$ cat src/rtl/cgp_eval_pkg.sv
// ----------------------------------------------------------------------------
// cgp_eval_pkg
// Shared definitions for the CGP truth-table evaluator: FSM state encoding,
// vector count, score width and truth-table width.
// Ports: none (package).
// ----------------------------------------------------------------------------
package cgp_eval_pkg;

    localparam int NUM_VEC = 16;
    localparam int SCORE_W = 7;
    localparam int TT_W    = 64;

    typedef enum logic [1:0] {
        IDLE,
        SETTLE,
        SAMPLE,
        DONE
    } state_t;

endpackage

$ cat src/rtl/cgp_match_count.sv
// ----------------------------------------------------------------------------
// cgp_match_count
// Combinational 4-bit match counter: counts how many bits of the evolved
// circuit's outputs agree with the expected nibble (XNOR popcount).
// Ports:
//   observed_bits  in  4  outputs sampled from the evolved circuit
//   expected_bits  in  4  matching nibble of the target truth table
//   match_count    out 3  number of equal bit positions, 0..4
// ----------------------------------------------------------------------------
module cgp_match_count (
    input  logic [3:0] observed_bits,
    input  logic [3:0] expected_bits,
    output logic [2:0] match_count
);

    logic [3:0] equal_bits;

    assign equal_bits  = ~(observed_bits ^ expected_bits);
    assign match_count = {2'b00, equal_bits[0]} + {2'b00, equal_bits[1]}
                       + {2'b00, equal_bits[2]} + {2'b00, equal_bits[3]};

endmodule

$ cat src/rtl/cgp_evaluator.sv
// ----------------------------------------------------------------------------
// cgp_evaluator
// Drives all 16 input vectors into an evolved 4-in/4-out CGP circuit, holds
// each vector for SETTLE_CYCLES clocks, samples the outputs for one cycle and
// accumulates the number of output bits matching a target truth table.
// Optional macro: CGP_EVAL_TRACE_EN adds the 'observed' port, a record of
// every sampled output nibble.
// Ports:
//   clk       in  1   clock
//   rst_n     in  1   asynchronous active-low reset
//   start     in  1   request one evaluation (accepted only in IDLE)
//   target    in  64  desired truth table, nibble v = outputs for vector v
//   dut_in    out 4   registered drive to the evolved circuit
//   dut_out   in  4   evolved circuit outputs
//   busy      out 1   evaluation in progress (includes the DONE cycle)
//   done      out 1   one-cycle completion pulse
//   score     out 7   matching output bits of the last evaluation, 0..64
//   perfect   out 1   score == 64
//   observed  out 64  (CGP_EVAL_TRACE_EN only) sampled outputs per vector
// ----------------------------------------------------------------------------
module cgp_evaluator
    import cgp_eval_pkg::*;
#(
    parameter int SETTLE_CYCLES = 4,
    parameter int NUM_IN        = 4,
    parameter int NUM_OUT       = 4
) (
    input  logic                clk,
    input  logic                rst_n,
    input  logic                start,
    input  logic [TT_W-1:0]     target,
    output logic [3:0]          dut_in,
    input  logic [3:0]          dut_out,
    output logic                busy,
    output logic                done,
    output logic [SCORE_W-1:0]  score,
    output logic                perfect
`ifdef CGP_EVAL_TRACE_EN
    ,
    output logic [TT_W-1:0]     observed
`endif
);

    // Parameter legality is checked at elaboration; the datapath is sized
    // for exactly four inputs and four outputs.
    if (NUM_IN != 4) begin : g_bad_num_in
        $error("cgp_evaluator: NUM_IN must be 4");
    end
    if (NUM_OUT != 4) begin : g_bad_num_out
        $error("cgp_evaluator: NUM_OUT must be 4");
    end
    if (SETTLE_CYCLES < 1 || SETTLE_CYCLES > 255) begin : g_bad_settle
        $error("cgp_evaluator: SETTLE_CYCLES must be in 1..255");
    end

    localparam logic [7:0]         SETTLE_LAST = 8'(SETTLE_CYCLES - 1);
    localparam logic [3:0]         LAST_VEC    = 4'(NUM_VEC - 1);
    localparam logic [SCORE_W-1:0] FULL_SCORE  = SCORE_W'(TT_W);

    state_t              state;
    state_t              state_nxt;
    logic [TT_W-1:0]     target_q;
    logic [SCORE_W-1:0]  acc;
    logic [SCORE_W-1:0]  acc_sum;
    logic [3:0]          vec;
    logic [7:0]          settle_cnt;
    logic [2:0]          match;

    // The nibble index {vec, 2'b00} selects the expected outputs for vec.
    cgp_match_count u_match (
        .observed_bits (dut_out),
        .expected_bits (target_q[{vec, 2'b00} +: 4]),
        .match_count   (match)
    );

    // At most 16 * 4 = 64 is ever added, so 7 bits cannot overflow.
    assign acc_sum = acc + {4'b0000, match};

    always_ff @(posedge clk or negedge rst_n) begin
        if (!rst_n) begin
            state <= IDLE;
        end else begin
            state <= state_nxt;
        end
    end

    always_comb begin
        state_nxt = state;
        busy      = 1'b0;
        done      = 1'b0;
        unique case (state)
            IDLE: begin
                if (start) begin
                    state_nxt = SETTLE;
                end
            end
            SETTLE: begin
                busy = 1'b1;
                if (settle_cnt == SETTLE_LAST) begin
                    state_nxt = SAMPLE;
                end
            end
            SAMPLE: begin
                busy = 1'b1;
                if (vec == LAST_VEC) begin
                    state_nxt = DONE;
                end else begin
                    state_nxt = SETTLE;
                end
            end
            DONE: begin
                busy      = 1'b1;
                done      = 1'b1;
                state_nxt = IDLE;
            end
            default: state_nxt = IDLE;
        endcase
    end

    // Score and perfect are loaded on the final SAMPLE edge so they are
    // already valid during the DONE cycle, and hold until the next run ends.
    // The settle counter is cleared when leaving SETTLE so every vector gets
    // the same hold time.
    always_ff @(posedge clk or negedge rst_n) begin
        if (!rst_n) begin
            target_q   <= '0;
            acc        <= '0;
            vec        <= '0;
            settle_cnt <= '0;
            dut_in     <= '0;
            score      <= '0;
            perfect    <= 1'b0;
`ifdef CGP_EVAL_TRACE_EN
            observed   <= '0;
`endif
        end else begin
            unique case (state)
                IDLE: begin
                    if (start) begin
                        target_q   <= target;
                        acc        <= '0;
                        vec        <= '0;
                        settle_cnt <= '0;
                        dut_in     <= '0;
`ifdef CGP_EVAL_TRACE_EN
                        observed   <= '0;
`endif
                    end
                end
                SETTLE: begin
                    if (settle_cnt == SETTLE_LAST) begin
                        settle_cnt <= '0;
                    end else begin
                        settle_cnt <= settle_cnt + 8'd1;
                    end
                end
                SAMPLE: begin
                    acc <= acc_sum;
`ifdef CGP_EVAL_TRACE_EN
                    observed[{vec, 2'b00} +: 4] <= dut_out;
`endif
                    if (vec == LAST_VEC) begin
                        score   <= acc_sum;
                        perfect <= (acc_sum == FULL_SCORE);
                    end else begin
                        vec    <= vec + 4'd1;
                        dut_in <= vec + 4'd1;
                    end
                end
                default: begin
                end
            endcase
        end
    end

endmodule

$ cat config.mk
export PLATFORM = sky130hd
export DESIGN_NAME = cgp_evaluator
export DESIGN_NICKNAME = d
export VERILOG_FILES = /design/src/rtl/cgp_eval_pkg.sv /design/src/rtl/cgp_match_count.sv /design/src/rtl/cgp_evaluator.sv
export SDC_FILE = /design/constraint.sdc
export NUM_CORES = 1
export LEC_CHECK = 0
export ABC_AREA = 1
export CELL_PAD_IN_SITES_DETAIL_PLACEMENT = 1
export CELL_PAD_IN_SITES_GLOBAL_PLACEMENT = 1
export CORE_UTILIZATION = 41
export CTS_CLUSTER_DIAMETER = 30
export CTS_CLUSTER_SIZE = 28
export DETAILED_ROUTE_END_ITERATION = 6
export HOLD_SLACK_MARGIN = 0.15
export PLACE_DENSITY = 0.94
export SYNTH_ARGS = -nofsm -noshare
export SYNTH_HDL_FRONTEND = slang
export SYNTH_SLANG_ARGS = --single-unit
$ cat constraint.sdc
create_clock -name clk -period 7.89 [get_ports clk]
set_clock_uncertainty 0.1 [all_clocks]
set_input_delay 1.578 -clock clk [delete_from_list [all_inputs] [get_ports clk]]
set_output_delay 1.578 -clock clk [all_outputs]
set_load 0.1 [all_outputs]
==> flow_summary.ini <==
[synthesis]
avgSynthCellArea_sq_um = 7.61
ys_top_cells_by_area = dfrtp_1 (50%), nand2_1 (24%), nand3_1 (3.8%)
synth_edf_count = 0
yosysWarnings = 0
ys_seq_elements = 93
syn_area_sq_mm = 0.00461
synth_nets = 686
post_synth_num_cell_types = 29
synth_ff_type = dfrtp_1
synth_top_area_share_pct = 50.5
async_flop_share_pct = 100
seq_area_frac_synth_pct = 50.5
syn_inst = 606
synth_largest_area_cell = dfrtp_1

[power]
power.leakage_nw = 2.91
p_per_area_mw_per_mm2 = 161
finalPower_mw = 0.929
irDropWorstVdd_mv = 0.101

[clocking]
cts_root_buf = clkbuf_8
cts_tree = built
cts_setup_buffers = 0
clk_path_buf_depth = 2
hold_buffers = 0
ctsResizeCount = 0
numCtsBuffers = 9
worst_skew_pair.late_latency_ns = 0.38
htreeDepth = 3
cts_sinks = 93
path_clk_slew_ns = 0.10

[routing]
antenna_left = 0
wl_per_cell_microns = 15.8
drt-total-wl_mm = 13.1
drt_iter0_drc = 257
drc = 0
num_vias = 4295
vias_per_cell = 5.19
first_pass_iters = 4

[die]
die_width_microns = 108
pin_count = 85
start_util_pct = 42.4
fp.dieH_microns = 108
fp-row-count = 38
core-area_sq_mm = 0.0109
die_area_sq_mm = 0.0117

[sta]
rsz0062_at_grt = false
post-route-min-period_ns = 4.62
hold_ws_ns = 0.382
relSlewSlack_pct = 23.0
fin_crit_sh_pct = 58.5
fin_setup_tns_ns = 0
fmax_mhz = 217
drv_slew = 0
worstMarginPinSlew_ns = 1.16
final_hold_viol_count = 0
setup_viol_count_final = 0
finalWorstSetupSlack_ns = 3.27

[grt]
grt_overflow = 0
grt_max_degree = 90
grt_pass1_vias = 4671
grt_use_total_pct = 24.6
grt_pass1_wl_mm = 22.1
antenna_found_initial = 0

[placed_design]
port_buffers = 84
dp_cells = 811
gp_congestion = 0.809
dpl.hpwl_mm = 9.51
pre_cts_slack_ns = 3.19
place_area_sq_mm = 0.00554

[final_layout]
final_cell_mix = nand2_1 (292), dfrtp_1 (93), clkdlybuf4s50_1 (83)
final_common_cell = nand2_1
final_nets = 762
syn_to_final_growth_pct = 25.3
nFillCells = 1358
drive_gt1_share_pct = 5.53
final_cells = 827
n_antenna_cell = 0
final_core_util_pct = 53.1
final_cell_area_sq_mm = 0.00578

[run_status]
status = complete, no violations

[run]
cap_violations = 0

[critical_path]
crit_path_max_fanout = 27
required_ns = 8.11
worstSetupEndpointType = flop
reg2reg_slack_ns = 3.27
cp_data_arrival_time_ns = 4.84
crit_path_start_kind = flop
crit_type = reg2reg

[min_path]
hp-class = reg2reg
[synth_stat cells, types with 3 or more instances]
cell      number
a21oi_1       10
buf_2         14
clkbuf_1       7
dfrtp_1       93
ha_1           7
inv_1         32
inv_2          9
nand2_1      292
nand3_1       35
nand3b_1       4
nand4_1        3
nor2_1        34
nor2_2         3
o211ai_1       7
o21ai_0       15
o21ai_1       18
o22ai_1        6
[registers in the layout, summed over array words and instances (netlist names)]
name	cells
target_q	64
settle_cnt	8
acc	7
score	7
vec	4
state	2
perfect	1
[final cells by class]
cell class                      instances  area [sq um]  share of cell area (%)
Sequential cell                        93          2330                    40.3
Multi-Input combinational cell        449          2020                    34.9
Timing Repair Buffer                   87           861                    14.9
Tap cell                              140           175                    3.03
Inverter                               42           158                    2.73
Clock buffer                           12           145                    2.51
Clock inverter                          4          95.1                    1.65
[cell families after synthesis]
group / count (synthesis) / synth area share [%]
buffers and inverters: 64 / 5.75
xor gates and xnor gates: 2 / 0.380
DFF: 93 / 50.5
adders and majority gates: 9 / 2.77
AOI/OAI and AO/OA: 62 / 7.73
and+or+nand+nor: 376 / 32.9
[worst paths after layout]
path                       cells past startpoint             to         start
setup / recovery                              19        perfect        vec[0]
hold / removal                                 2   target_q[62]  target_q[62]
setup reg to reg                              19        perfect        vec[0]
hold reg to reg                                2   target_q[62]  target_q[62]
max in group asynchronous                      2    target_q[5]         rst_n
min in group asynchronous                      1  settle_cnt[5]         rst_n
[layer usage]
metal | GRT usage (%) | up-vias | wire length, microns
li1 | - | 2049 | -
met1 | 29.4 | 2124 | 5580
met2 | 43.7 | 91 | 6770
met3 | 4.16 | 31 | 390
met4 | 10.1 | 0 | 340
met5 | 0 | - | 0
[worst max-delay path, cell delays in order (launching register included)]
cell and delay (ns):
dfrtp_1 0.81, buf_4 0.40, inv_2 0.27, o21ai_0 0.28
nand3_1 0.15, nand2_1 0.11, nand2_1 0.06, nand2_1 0.06
nand2_1 0.06, ha_1 0.30, fa_1 0.42, ha_1 0.33
inv_1 0.07, fa_1 0.57, nand2_1 0.09, nor2_1 0.14
nand3_1 0.10, nor2_1 0.10, nand3_1 0.08, nand2_1 0.06
[report_power, final]
| part | leakage [nW] | total, mW | internal, mW | switching, mW |
|---|---|---|---|---|
| combinational | 1.66 | 0.0633 | 0.0366 | 0.0267 |
| clock | 0.121 | 0.389 | 0.219 | 0.170 |
| sequential | 1.13 | 0.476 | 0.476 | 0 |
No activity file was read; power rests on OpenSTA's default activity.
